<file path="src/rtl/fetch_unit.sv">
// Instruction fetch stage: requests bytes from program memory at pc, holds
// each fetched byte in the instruction register until the decode stage takes
// it, follows redirects, and stops for good on the halt opcode.
module fetch_unit #(
  parameter logic [7:0] RESET_PC    = 8'h00,
  parameter logic [2:0] HALT_OPCODE = 3'b111
) (
  input  logic       clk,
  input  logic       rst_n,
  output logic       mem_req,
  output logic [7:0] mem_addr,
  input  logic       mem_ack,
  input  logic [7:0] mem_data,
  output logic [7:0] instruction,
  output logic       inst_valid,
  input  logic       inst_ready,
  input  logic       jump_en,
  input  logic [7:0] jump_addr,
  output logic [7:0] pc,
  output logic       halted
);

  typedef enum logic [1:0] {
    IDLE  = 2'd0,
    FETCH = 2'd1,
    HOLD  = 2'd2,
    HALT  = 2'd3
  } state_t;

  state_t     state_reg, state_next;
  logic [7:0] pc_reg, pc_next;
  logic [7:0] instr_reg, instr_next;

  // State, program counter and instruction register; reset abandons any
  // in-flight fetch or held instruction immediately.
  always_ff @(posedge clk or negedge rst_n) begin
    if (!rst_n) begin
      state_reg <= IDLE;
      pc_reg    <= RESET_PC;
      instr_reg <= 8'h00;
    end else begin
      state_reg <= state_next;
      pc_reg    <= pc_next;
      instr_reg <= instr_next;
    end
  end

  // Next-state logic: a redirect wins over ack/ready in every live state,
  // while HALT is a sink that only reset leaves.
  always_comb begin
    state_next = state_reg;
    pc_next    = pc_reg;
    instr_next = instr_reg;
    if (jump_en && (state_reg != HALT)) begin
      // Any byte arriving or held this cycle is dropped.
      pc_next    = jump_addr;
      state_next = FETCH;
    end else begin
      case (state_reg)
        IDLE: begin
          state_next = FETCH;
        end
        FETCH: begin
          if (mem_ack) begin
            instr_next = mem_data;
            pc_next    = pc_reg + 8'd1;  // wraps 8'hFF -> 8'h00
            state_next = HOLD;
          end
        end
        HOLD: begin
          if (inst_ready) begin
            state_next = (instr_reg[7:5] == HALT_OPCODE) ? HALT : FETCH;
          end
        end
        HALT: begin
          state_next = HALT;
        end
        default: begin
          state_next = IDLE;
        end
      endcase
    end
  end

  // Outputs decode from the registered state only, so none of them depend
  // combinationally on the inputs.
  assign mem_req     = (state_reg == FETCH);
  assign inst_valid  = (state_reg == HOLD);
  assign halted      = (state_reg == HALT);
  assign mem_addr    = pc_reg;
  assign pc          = pc_reg;
  assign instruction = instr_reg;

endmodule

</file>
<file path="config.mk">
export PLATFORM = sky130hd
export DESIGN_NAME = fetch_unit
export DESIGN_NICKNAME = d
export VERILOG_FILES = /design/src/rtl/fetch_unit.sv
export SDC_FILE = /design/constraint.sdc
export NUM_CORES = 1
export LEC_CHECK = 0
export BUFFER_PORTS_ARGS = -buffer_cell sky130_fd_sc_hd__buf_4
export CELL_PAD_IN_SITES_DETAIL_PLACEMENT = 1
export CELL_PAD_IN_SITES_GLOBAL_PLACEMENT = 2
export CORE_MARGIN = 2
export CORE_UTILIZATION = 25
export DETAILED_ROUTE_END_ITERATION = 6
export PLACE_DENSITY_LB_ADDON = 0.1
export SETUP_SLACK_MARGIN = 0.02
export SLEW_MARGIN = 20
export SYNTH_ARGS = -nofsm -noshare
export SYNTH_HDL_FRONTEND = slang
export SYNTH_SLANG_ARGS = --single-unit
</file>
<file path="constraint.sdc">
create_clock -name clk -period 1.95 [get_ports clk]
set_clock_uncertainty 0.2 [all_clocks]
set_input_delay 0 -clock clk [delete_from_list [all_inputs] [get_ports clk]]
set_output_delay 0 -clock clk [all_outputs]
set_load 0.02 [all_outputs]
</file>
==> flow_summary.ini <==
[run_status]
status = completed

[logic_synthesis]
synth_top_family_by_area = simple AND/OR/NAND/NOR gates
ys_seq_elements = 18
yosys_warnings = 0
synth.mux.area_fraction = 0.107
ys_types = 26
synthArstFlopShare = 1.00
netlist_area_um2 = 932
synth_nets = 106
synth_adder_area_share = 0.0134
synthCells = 84
synth_enable_flop_cells = 0
ys.flop_type = dfrtp_1
synth_compound_area_frac = 0.0792
syn_area_per_cell_um2 = 11.1
synth-xor-area-share = 0.0564
yosys.area_share.simple = 0.180
seq_area_frac_synth = 0.483

[power_and_ir_drop]
peakVddDrop_uv = 446
fin_total_pwr_mw = 1.94
power_density_mw_per_mm2 = 1230
p_leak_nw = 0.738

[cts]
clockBufferDepth = 2
cts-root-buf = clkbuf_8
cts_buffers = 3
clock-sinks = 18
clk_latency_ns = 0.25
h-tree-depth = 1
cts_tree = yes
path_clk_slew_ns = 0.07

[floorplanning]
chipWidth_um = 65.1
die_h_um = 65.1
dieArea_mm2 = 0.00423
rows = 22
ios = 48
coreArea_mm2 = 0.00363
start_util = 0.257

[setup_path]
crit_fanout = 6
r2r-start = state_reg[1]
cp-start-kind = flop
cp-startpoint = state_reg[1]
critPathTopFamily = buffers and inverters
criticalPathCategory = flop to flop
slowest_delay_ns = 0.55
worstSetupEndpointType = flop
cp.arrival_ns = 1.77
worst_ep_required_time_ns = 1.89
path_buf_inv = 1
cp_slowest_cell = dlygate4sd3_1
cp_cell_sequence = and2_1, nand2b_1, nor2_1, dlygate4sd3_1, a21oi_1

[timing]
fin_setup_tns_ns = 0
rsz0062_at_grt = false
period_needed_ns = 1.83
max_freq_mhz = 547
worst_pin_slew_ns = 0.857
maxSlewViolCount = 0
fin_crit_sh = 0.937
finalSetupViolCount = 0
finalHoldViolations = 0
maxSlewHeadroom = 0.427

[hold_path]
holdCritStartpoint = jump_addr[0]
hp-class = input port to flop

[finish]
area_growth_pct = 69.4
num_antenna_cells = 0
final_nets = 174
n_fill_cell = 402
finalNonFillerCells = 199
layout_common_cells = buf_4 (49), dlygate4sd3_1 (23), dfrtp_1 (17)
final_common_cell = buf_4
drive_gt1_frac = 0.444
seqCellArea_um2 = 452
multiInputGateArea_um2 = 407

[global_routing]
grt.total_usage = 0.125
grt_pass1_vias = 929
grt-ovfl-total = 0
grt_pass1_wl_mm = 4.08
antenna_found_initial = 0
grt_max_degree = 19

[place]
globalplace.congestion = 0.694
hpwl_mm = 1.78
port_buffers = 47
placed_cells = 172

[routing]
drcViolationCount = 0
vias_per_cell = 4.29
wirelength_mm = 2.44
ant_nets = 0
avgRoutedWirePerCell_um = 12.3
drt_first_pass_iters = 2
drtIter0Drc = 3
vias = 853

[job]
max-cap-violations = 0
power by group:
group          switching (mW)  internal (mW)
Combinational           0.497          0.465
Clock                   0.130          0.179
Sequential              0.147          0.525
Total                   0.773           1.17
layout make-up:
| class | instances | area share |
|---|---|---|
| clock buffers | 4 | 0.0349 |
| flip-flops and latches | 18 | 0.286 |
| well taps | 48 | 0.0380 |
| inverters | 2 | 0.00475 |
| repair buffers | 72 | 0.379 |
| multi-input cells | 55 | 0.258 |
cells by family (layout without fill, tap and decap cells):
logic type                 Yosys count  count (layout)
and+or+nand+nor                     27              27
AOI/OAI and AO/OA                   12              12
buffers and inverters               11              78
adders and majority gates            1               1
DFF                                 18              18
xor gates and xnor gates             6               6
muxes                                9               9
Yosys cell counts, types with 2 or more instances:
library cell,count,area share
dfrtp_1,18,0.48
buf_4,9,0.072
mux2_2,8,0.097
nand2_1,7,0.028
xor2_1,6,0.056
o21ai_0,5,0.027
nand3_1,4,0.021
nand4_1,3,0.020
a21o_1,2,0.016
a21oi_1,2,0.011
and2_1,2,0.013
inv_1,2,0.0081
nand2b_1,2,0.013
nor2_1,2,0.0081
per-stage QoR:
step,utilization,setup slack [ns],hold slack [ns],area (um2)
floorplan,-,0.360,-0.496,932
global placement,0.356,0.393,-0.308,1290
detailed placement,0.356,0.345,-0.307,1290
CTS,0.434,0.101,0.294,1580
global route,0.435,0.0325,0.319,1580
finish,0.435,0.122,0.293,1580
per-layer routing:
layer	wire [um]	vias to the layer above	global-route usage
met2	1320	27	0.229
met5	0	-	0
met3	110	2	0.0226
met4	20	0	0.0547
met1	983	409	0.139
li1	-	415	-
timing repair:
action                     CTS  global route
hold buffers                23             0
setup endpoints to repair    0             1
setup buffers                0             0
gates resized for setup      0             1
hold endpoints to repair    36             0
worst min-delay path, delay by kind of cell:
kind | cells | cell delay, ns
buffers and inverters | 2 | 0.62
AO/OA/AOI/OAI | 1 | 0.06
AND/OR/NAND/NOR | 1 | 0.03
worst paths after layout:
| kind | end | slack, ns | cells past startpoint |
|---|---|---|---|
| setup / recovery | mem_addr[5] | 0.12 | 5 |
| hold / removal | mem_addr[0] | 0.29 | 4 |
| setup reg to reg | mem_addr[5] | 0.12 | 5 |
| hold reg to reg | instruction[3] | 0.32 | 1 |
| max in group asynchronous | state_reg[1] | 0.23 | 3 |
| min in group asynchronous | mem_addr[0] | 0.73 | 3 |
Power figures use the tool's default switching activity.
